==> src/rtl/wb_commit_queue.sv <==
// wb_commit_queue: in-order commit queue for writeback that handles exceptions, interrupts and ERET precisely at the head.
module wb_commit_queue #(
  parameter int DATA_W = 32,
  parameter int DEPTH = 4,
  parameter int NUM_INT = 8,
  parameter logic [4:0] NO_EX = 5'h1F,
  parameter logic [4:0] INT_CODE = 5'h00
) (
  input  logic clk,
  input  logic reset,
  input  logic ms_valid,
  output logic ws_allowin,
  input  logic [DATA_W-1:0] ms_pc,
  input  logic [DATA_W-1:0] ms_result,
  input  logic [DATA_W-1:0] ms_badvaddr,
  input  logic [4:0] ms_dest,
  input  logic ms_gr_we,
  input  logic [4:0] ms_ex_code,
  input  logic ms_pc_error,
  input  logic ms_slot,
  input  logic ms_eret,
  input  logic trace_ready,
  output logic rf_we,
  output logic [4:0] rf_waddr,
  output logic [DATA_W-1:0] rf_wdata,
  input  logic [4:0] fwd_raddr,
  output logic fwd_hit,
  output logic [DATA_W-1:0] fwd_data,
  input  logic [NUM_INT-1:0] int_pending,
  input  logic [NUM_INT-1:0] int_mask,
  input  logic int_ie,
  output logic ws_flush,
  output logic ws_ex,
  output logic ws_eret,
  output logic [DATA_W-1:0] ws_target,
  output logic [DATA_W-1:0] cp0_epc,
  output logic [DATA_W-1:0] cp0_badvaddr,
  output logic [4:0] cp0_excode,
  output logic cp0_bd,
  output logic [$clog2(DEPTH):0] occupancy
);
  localparam int AW = $clog2(DEPTH);
  localparam int CW = AW + 1;
  logic [AW-1:0] head, tail;
  logic [CW-1:0] count;
  logic [DATA_W-1:0] q_pc [DEPTH];
  logic [DATA_W-1:0] q_res [DEPTH];
  logic [DATA_W-1:0] q_bva [DEPTH];
  logic [4:0] q_dest [DEPTH];
  logic [4:0] q_ex [DEPTH];
  logic q_we [DEPTH];
  logic q_pe [DEPTH];
  logic q_slot [DEPTH];
  logic q_eret [DEPTH];
  logic [AW-1:0] age_idx [DEPTH];
  logic can_commit, int_take, hd_ex, is_int, is_ex, is_eret, pop, push;
  assign can_commit = !reset && count != '0 && trace_ready;
  assign int_take = int_ie && |(int_pending & int_mask);
  assign hd_ex = q_ex[head] != NO_EX;
  assign is_int = can_commit && int_take;
  assign is_ex = can_commit && !int_take && hd_ex;
  assign is_eret = can_commit && !int_take && !hd_ex && q_eret[head];
  assign pop = can_commit && !int_take && !hd_ex && !q_eret[head];
  assign ws_ex = is_int || is_ex;
  assign ws_eret = is_eret;
  assign ws_flush = ws_ex || is_eret;
  assign ws_target = is_eret ? cp0_epc : '0;
  assign ws_allowin = count < CW'(DEPTH) || pop;
  assign push = ms_valid && ws_allowin && !ws_flush;
  assign rf_we = pop && q_we[head] && q_dest[head] != 5'd0;
  assign rf_waddr = q_dest[head];
  assign rf_wdata = q_res[head];
  assign occupancy = count;
  for (genvar j = 0; j < DEPTH; j++) begin : g_age
    assign age_idx[j] = head + AW'(j);
  end
  // Scan oldest to youngest so the last match wins.
  always_comb begin
    fwd_hit = 1'b0;
    fwd_data = '0;
    for (int i = 0; i < DEPTH; i++) begin
      if (CW'(i) < count && q_we[age_idx[i]] && q_dest[age_idx[i]] == fwd_raddr &&
          fwd_raddr != 5'd0 && q_ex[age_idx[i]] == NO_EX) begin
        fwd_hit = 1'b1;
        fwd_data = q_res[age_idx[i]];
      end
    end
  end
  always_ff @(posedge clk) begin
    if (reset) begin
      head <= '0;
      tail <= '0;
      count <= '0;
      cp0_epc <= '0;
      cp0_badvaddr <= '0;
      cp0_excode <= NO_EX;
      cp0_bd <= 1'b0;
    end else if (ws_flush) begin
      head <= '0;
      tail <= '0;
      count <= '0;
      if (ws_ex) begin
        cp0_epc <= q_slot[head] ? q_pc[head] - DATA_W'(4) : q_pc[head];
        cp0_bd <= q_slot[head];
        cp0_excode <= is_int ? INT_CODE : q_ex[head];
        if (q_pe[head]) cp0_badvaddr <= q_bva[head];
      end
    end else begin
      if (push) tail <= tail + 1'b1;
      if (pop) head <= head + 1'b1;
      count <= count + CW'(push) - CW'(pop);
    end
  end
  always_ff @(posedge clk) begin
    if (push) begin
      q_pc[tail] <= ms_pc;
      q_res[tail] <= ms_result;
      q_bva[tail] <= ms_badvaddr;
      q_dest[tail] <= ms_dest;
      q_ex[tail] <= ms_ex_code;
      q_we[tail] <= ms_gr_we;
      q_pe[tail] <= ms_pc_error;
      q_slot[tail] <= ms_slot;
      q_eret[tail] <= ms_eret;
    end
  end
endmodule

==> config.mk <==
export PLATFORM = sky130hd
export DESIGN_NAME = wb_commit_queue
export DESIGN_NICKNAME = d
export VERILOG_FILES = /design/src/rtl/wb_commit_queue.sv
export SDC_FILE = /design/constraint.sdc
export NUM_CORES = 1
export LEC_CHECK = 0
export BUFFER_PORTS_ARGS = -buffer_cell sky130_fd_sc_hd__buf_4
export CELL_PAD_IN_SITES_DETAIL_PLACEMENT = 1
export CELL_PAD_IN_SITES_GLOBAL_PLACEMENT = 1
export CORE_MARGIN = 5
export CORE_UTILIZATION = 44
export DETAILED_ROUTE_END_ITERATION = 8
export PLACE_DENSITY_LB_ADDON = 0.1
export SKIP_LAST_GASP = 1
export SLEW_MARGIN = 20
export SYNTH_ARGS = -nofsm -noshare
export SYNTH_HDL_FRONTEND = slang
export SYNTH_SLANG_ARGS = --single-unit
export TNS_END_PERCENT = 10
==> constraint.sdc <==
create_clock -name clk -period 4.7 [get_ports clk]
set_input_delay 0 -clock clk [delete_from_list [all_inputs] [get_ports clk]]
set_output_delay 0 -clock clk [all_outputs]
set_load 0.05 [all_outputs]
==> metrics.txt, run 1 <==
status=finished, final reports clean; relative slew slack=0.266; first-pass GRT wire length=between 100000 and 150000 µm; CTS max path bufs=3; routed via count=15600; async set or reset register ratio after synthesis=0; global routing usage on met1=0.300; cell occurring most often along the worst timing path=sky130_fd_sc_hd__buf_4; power per cell area=465 nW/µm²; total CTS buffers=55; Core ar.=approximately 54000 µm²; global routing met3 resource utilization=0.0359; number of flops mapped to enable cells by yosys=440; final setup violation count=0; met2 usage in global routing=0.378; I/O Buffers=315; post-route worst hold slack=around 0.11 ns; Synth warnings=0; number of antenna violations at the first check in global routing=5; largest net degree at the start of global routing=93; remaining antenna violation count after routing=0; commonest cells after routing, fill and taps aside=440 x sky130_fd_sc_hd__edfxtp_1, 338 x sky130_fd_sc_hd__buf_4, 160 x sky130_fd_sc_hd__mux4_2; Final Cycle Share=0.969; clock sink count=519; Vias per Instance=5.82; worst stage delay on the critical path=0.62 ns; top-level port count=316; total of fill cells in the finished design=5023; die footprint=approximately 60000 µm²; initial core utilization=0.445; # placed instances=2462; cell area after technology mapping=between 20000 and 25000 µm²; maximum clock skew at final layout=0.0276 ns; Startpoint Class=flip-flop; Most used DFF post-synth=sky130_fd_sc_hd__edfxtp_1; Clk pin slew, worst setup/hold paths=~0.060 ns; CP Data Arrival Time=approximately 4.6 ns; source-to-sink clock delay at the later pin of the worst-skew pair=0.62 ns; number of instances in the synthesized netlist=1538; count of state elements after synthesis=519; number of nets produced by synthesis=1684; Final #Nets=2082; routed length per placed instance=25.1 µm; number of standard cells in the layout, taps in and fillers out=2682; standard-cell rows=85; detailed-router iteration count before antenna repair=5; violation count after the first detailed-routing iteration=slightly above 900; GRT Resource Usage Total=0.222; Min Clock Period, post-route=4.55 ns; total count of hold-check failures in the final report=0; Final Wtd Congestion=0.798; number of max-capacitance violations reported=0; die span in y=around 240 µm; global route total overflow=0; Max rail drop VDD=0.320 mV; top achievable clock speed=220 MHz; CTS Root Buffer Type=sky130_fd_sc_hd__clkbuf_16; sequential share of the synthesized area=0.618; fin. max-slew vios=0; remaining routing DRC violations=0; min-delay worst type=in -> reg; count of distinct cell types in the synthesized netlist=62; share of the core filled with cells=0.559; setup repair after global routing missed its margin=no; leading cell type in the layout, fill and taps excluded=sky130_fd_sc_hd__edfxtp_1; Critical-path top delay cell=sky130_fd_sc_hd__dfxtp_4; TritonCTS clock tree=done; final HPWL from detailed placement=42300 µm; Total Wirelength=67300 µm; horizontal die dimension=243 µm; Post-Synthesis Mean Instance Area=15.6 µm²; crit end category=output port; Setup Buffers After CTS=0; highest net fanout along the worst path=34; vias in the first global route=about 17000; slew at the pin closest to its max-slew limit=roughly 1.1 ns; Worst Path Class, Setup=reg -> out; fraction of final layout cells with drive strength greater than 1=0.335; critical path data required time=4.70 ns; area growth from synthesis to layout=25.7%; leakage power figure=10.2 nW; busiest metal layer after global routing=met2; ordered list of cells on the worst path=buf_4 -> mux4_2 -> o211a_1 -> and4_1 -> buf_4 -> and2_1 -> buf_4 -> o221ai_1 -> a22oi_1 -> buf_4; H-tree lvl count=2
## worst paths after layout
check	start	endpoint	slack, ns	cells after the start
hold / removal	ms_result[21]	q_res[1][21]	0.11	2
hold reg to reg	cp0_badvaddr[1]	cp0_badvaddr[1]	0.50	2
setup / recovery	head[0]	fwd_data[29]	0.15	10
setup reg to reg	flip-flop	occupancy[2]	1.22	12
## metrics by stage
step	setup TNS (ns)	power, W	setup slack (ns)	area, µm²
finish	0	0.0140	0.146	30100
global placement	0	0.00932	0.942	27000
floorplan	-23.53	0.00825	-0.107	23900
CTS	0	0.0141	0.232	30100
global route	0	0.0146	0.0165	30100
detailed placement	0	0.00943	0.893	27000
## worst max-delay path, delay by kind of cell (launching register included)
family | cells | cell delay (ns)
mux | 1 | 0.34
buf+inv | 4 | 1.67
flops | 1 | 0.62
compound gates | 3 | 0.83
simple gates | 2 | 0.39
## sequential cells by signal (all words and copies together), names as in the netlist, 2 cells and up, named ones only
| register | cells |
|---|---|
| q_bva | 128 |
| q_pc | 128 |
| q_res | 128 |
| cp0_badvaddr | 32 |
| cp0_epc | 32 |
| q_dest | 20 |
| q_ex | 20 |
| cp0_excode | 5 |
| q_eret | 4 |
| q_pe | 4 |
| q_slot | 4 |
| q_we | 4 |
| occupancy | 3 |
| head | 2 |
| tail | 2 |
## per-layer routing
metal  wire (µm)  vias to the layer above  share of wire
li1            -                     6936              -
met1       28800                     8134           0.43
met2       33800                      429           0.50
met3        3190                      107          0.047
met4        1510                        4          0.022
met5          21                        -        0.00031
## Yosys cell counts, types with 32 or more instances
library cell	number	area share
sky130_fd_sc_hd__edfxtp_1	440	0.55
sky130_fd_sc_hd__mux4_2	160	0.15
sky130_fd_sc_hd__nor2_1	99	0.016
sky130_fd_sc_hd__a21oi_1	85	0.018
sky130_fd_sc_hd__dfxtp_1	79	0.066
sky130_fd_sc_hd__clkbuf_1	70	0.011
sky130_fd_sc_hd__mux2i_1	66	0.028
sky130_fd_sc_hd__nand2_1	56	0.0088
sky130_fd_sc_hd__o21ai_0	53	0.011
sky130_fd_sc_hd__xnor2_1	42	0.015
sky130_fd_sc_hd__nor3_1	41	0.0086
sky130_fd_sc_hd__and2_1	38	0.0099
sky130_fd_sc_hd__a22oi_1	37	0.012
sky130_fd_sc_hd__mux2_2	33	0.016
sky130_fd_sc_hd__o221ai_1	33	0.012
sky130_fd_sc_hd__a21boi_0	32	0.010
## kinds of logic (layout without fill, tap and decap cells)
logic type,count (synthesis),count (layout),synth area share
DFF,519,519,0.618
and+or+nand+nor,290,290,0.0639
AOI/OAI and AO/OA,274,274,0.0749
muxes,259,259,0.194
buffers and inverters,135,580,0.0255
xor gates and xnor gates,51,51,0.0187
adders and majority gates,10,10,0.00554
other,0,3,0
## layout make-up
type,count,area (µm²),area share
Timing Repair Buffer,460,3850,0.128
Antenna cell,3,7.51,0.000249
Multi-Input combinational cell,884,8560,0.284
Sequential cell,519,14800,0.492
Clock inverter,30,383,0.0127
Tap cell,696,871,0.0289
Inverter,16,60.1,0.00200
Clock buffer,74,1560,0.0518
## power by group
part / leakage (nW) / total, W / switching, W / internal, W
registers: 4.67 / 0.00622 / 0.000359 / 0.00586
clock network: 0.949 / 0.00460 / 0.00186 / 0.00273
logic: 4.60 / 0.00317 / 0.00204 / 0.00113
total: 10.2 / 0.0140 / 0.00426 / 0.00973
## repair_timing
item / CTS / global route
hold buffers: 113 / 0
resized for setup: 0 / 0
hold endpoints to repair: 477 / 0
(Power assumes the default switching activity.)
==> run 2, diff against run 1 <==
--- a/config.mk
+++ b/config.mk
@@ -12,6 +12,7 @@
 export CORE_UTILIZATION = 44
 export DETAILED_ROUTE_END_ITERATION = 8
 export PLACE_DENSITY_LB_ADDON = 0.1
+export REMOVE_ABC_BUFFERS = 1
 export SKIP_LAST_GASP = 1
 export SLEW_MARGIN = 20
 export SYNTH_ARGS = -nofsm -noshare
==> metrics.txt, run 2 (same netlist as run 1, synthesis figures left out) <==
HP Start=ms_badvaddr[13]; Pwr Total=0.0138 W; initial core utilization=0.445; setup slack of the critical path after layout=0.349 ns; remaining antenna violation count after routing=0; top achievable clock speed=230 MHz; Reg2Reg Depth=12; Total Wirelength=approximately 66000 µm; final setup violation count=0; capture point of the worst reg-to-reg path=occupancy[2]; CP Data Arrival Time=4.35 ns; remaining routing DRC violations=0; share of power burned in combinational logic=0.229; Worst Path Class, Setup=reg -> out; sink of the worst hold path=q_bva[3][13]; largest net degree at the start of global routing=91; standard-cell rows=85; power per cell area=460 nW/µm²; share of the core filled with cells=0.558; first-pass GRT wire length=101000 µm; CTS max path bufs=3; Internal Power=0.00958 W; final HPWL from detailed placement=42500 µm; clock group share of total power=0.321; Final #Nets=2087; crit end category=output port; Startpoint Class=flip-flop; Core ar.=53800 µm²; total count of hold-check failures in the final report=0; setup repair after global routing missed its margin=no; number of max-capacitance violations reported=0; quantity of hold-fixing buffers added after cts=113; I/O Buffers=315; leakage power figure=about 10 nW; Final Cycle Share=0.926; post-placement setup slack=0.971 ns; min-delay worst type=in -> reg; TritonCTS clock tree=done; clock sink count=just over 500; die footprint=between 50000 and 60000 µm²; Min Clock Period, post-route=4.35 ns; count of cells along the worst hold path=2; slew at the pin closest to its max-slew limit=1.05 ns; global route total overflow=0; number of gates resized after CTS=0; fin. max-slew vios=0; commonest cells after routing, fill and taps aside=440 x sky130_fd_sc_hd__edfxtp_1, 344 x sky130_fd_sc_hd__buf_4, 160 x sky130_fd_sc_hd__mux4_2; routed length per placed instance=24.7 µm; violation count after the first detailed-routing iteration=926; routed via count=15500; status=finished, final reports clean; Max rail drop VDD=0.327 mV; leading cell type in the layout, fill and taps excluded=sky130_fd_sc_hd__edfxtp_1; Setup Buffers After CTS=0; GRT Resource Usage Total=0.218; vias in the first global route=16700; horizontal die dimension=243 µm; maximum clock skew at final layout=0.0318 ns; Sw Share=0.306; total CTS buffers=55; source-to-sink clock delay at the later pin of the worst-skew pair=roughly 0.62 ns; net switching power=0.00422 W; critical path data required time=around 4.7 ns; die span in y=243 µm; minimum setup slack among reg-to-reg paths=0.99 ns; fraction of final layout cells with drive strength greater than 1=0.331; detailed-router iteration count before antenna repair=5; relative slew slack=0.301; Vias per Instance=5.78; number of antenna violations at the first check in global routing=3; CTS Root Buffer Type=sky130_fd_sc_hd__clkbuf_16; biggest registers after layout=q_bva (128), q_pc (128), q_res (128); area growth from synthesis to layout=25.4%; top-level port count=between 300 and 400; Final Wtd Congestion=0.814; highest net fanout along the worst path=45; post-route worst hold slack=0.111 ns; Clk pin slew, worst setup/hold paths=0.07 ns; share of total power in sequential cells=0.450; H-tree lvl count=2
-- run 2: cell types whose count changed in the layout (fill, tap and decap cells not counted), moves of 2 or more --
cell | previous run | this run
sky130_fd_sc_hd__inv_6 | 1 | 3
sky130_fd_sc_hd__clkinv_4 | 2 | 0
sky130_fd_sc_hd__clkbuf_1 | 10 | 20
sky130_fd_sc_hd__clkbuf_16 | 57 | 55
sky130_fd_sc_hd__clkinv_8 | 2 | 0
sky130_fd_sc_hd__clkinv_1 | 1 | 3
sky130_fd_sc_hd__clkbuf_8 | 7 | 4
sky130_fd_sc_hd__clkinv_2 | 12 | 5
sky130_fd_sc_hd__clkinvlp_4 | 4 | 2
sky130_fd_sc_hd__buf_4 | 338 | 344
-- run 2: routing by layer --
layer,GRT usage,routed length (µm),up-vias
li1,-,-,6956
met1,0.288,27900,8027
met2,0.378,33600,442
met3,0.0433,3660,83
met4,0.0487,1150,2
met5,0,13,-
-- run 2: power by group through the flow --
stage	clock network, W	logic [W]	registers (W)
floorplan	0	0.00163	0.00663
global placement	0	0.00309	0.00625
detailed placement	0	0.00312	0.00630
CTS	0.00454	0.00322	0.00621
global route	0.00475	0.00337	0.00628
finish	0.00443	0.00317	0.00621
-- run 2: area by class of cell --
class                   count  area, µm²
diodes                      2       5.00
clock buffers              79       1510
clock inverters            23        339
fillers                  5070      23800
inverters                  16       60.1
multi-input cells         884       8570
flip-flops and latches    519      14800
well taps                 696        871
repair buffers            465       3870
-- run 2: worst max-delay path: stages (launching register included) --
cell                       delay [ns]
sky130_fd_sc_hd__dfxtp_4         0.82
sky130_fd_sc_hd__mux4_2          0.61
sky130_fd_sc_hd__xnor2_1         0.24
sky130_fd_sc_hd__o2111a_1        0.23
sky130_fd_sc_hd__buf_4           0.36
sky130_fd_sc_hd__and2_1          0.20
sky130_fd_sc_hd__buf_4           0.42
sky130_fd_sc_hd__o221ai_1        0.20
sky130_fd_sc_hd__a22oi_1         0.34
sky130_fd_sc_hd__buf_4           0.27
-- run 2: how the worst max path moves through the flow --
| stage | start | end | slack, ns | cells after the start |
|---|---|---|---|---|
| finish | head[0] | fwd_data[18] | 0.35 | 9 |
| global route | head[0] | fwd_data[5] | 0.12 | 9 |
| CTS | head[0] | fwd_data[18] | 0.39 | 9 |
| detailed placement | flip-flop | occupancy[2] | 0.97 | 12 |
| global placement | flip-flop | occupancy[2] | 1.00 | 12 |
| floorplan | head[0] | fwd_data[0] | -8.79 | 5 |
-- run 2: stage by stage --
step / cells / TNS (ns) / cell area, µm²
final: 2684 / 0 / 30000
after global routing: 2683 / 0 / 30000
after CTS: 2682 / 0 / 30000
after detailed placement: 2467 / 0 / 27000
after global placement: 2467 / 0 / 27000
after floorplan: 1419 / -1811.10 / 23400
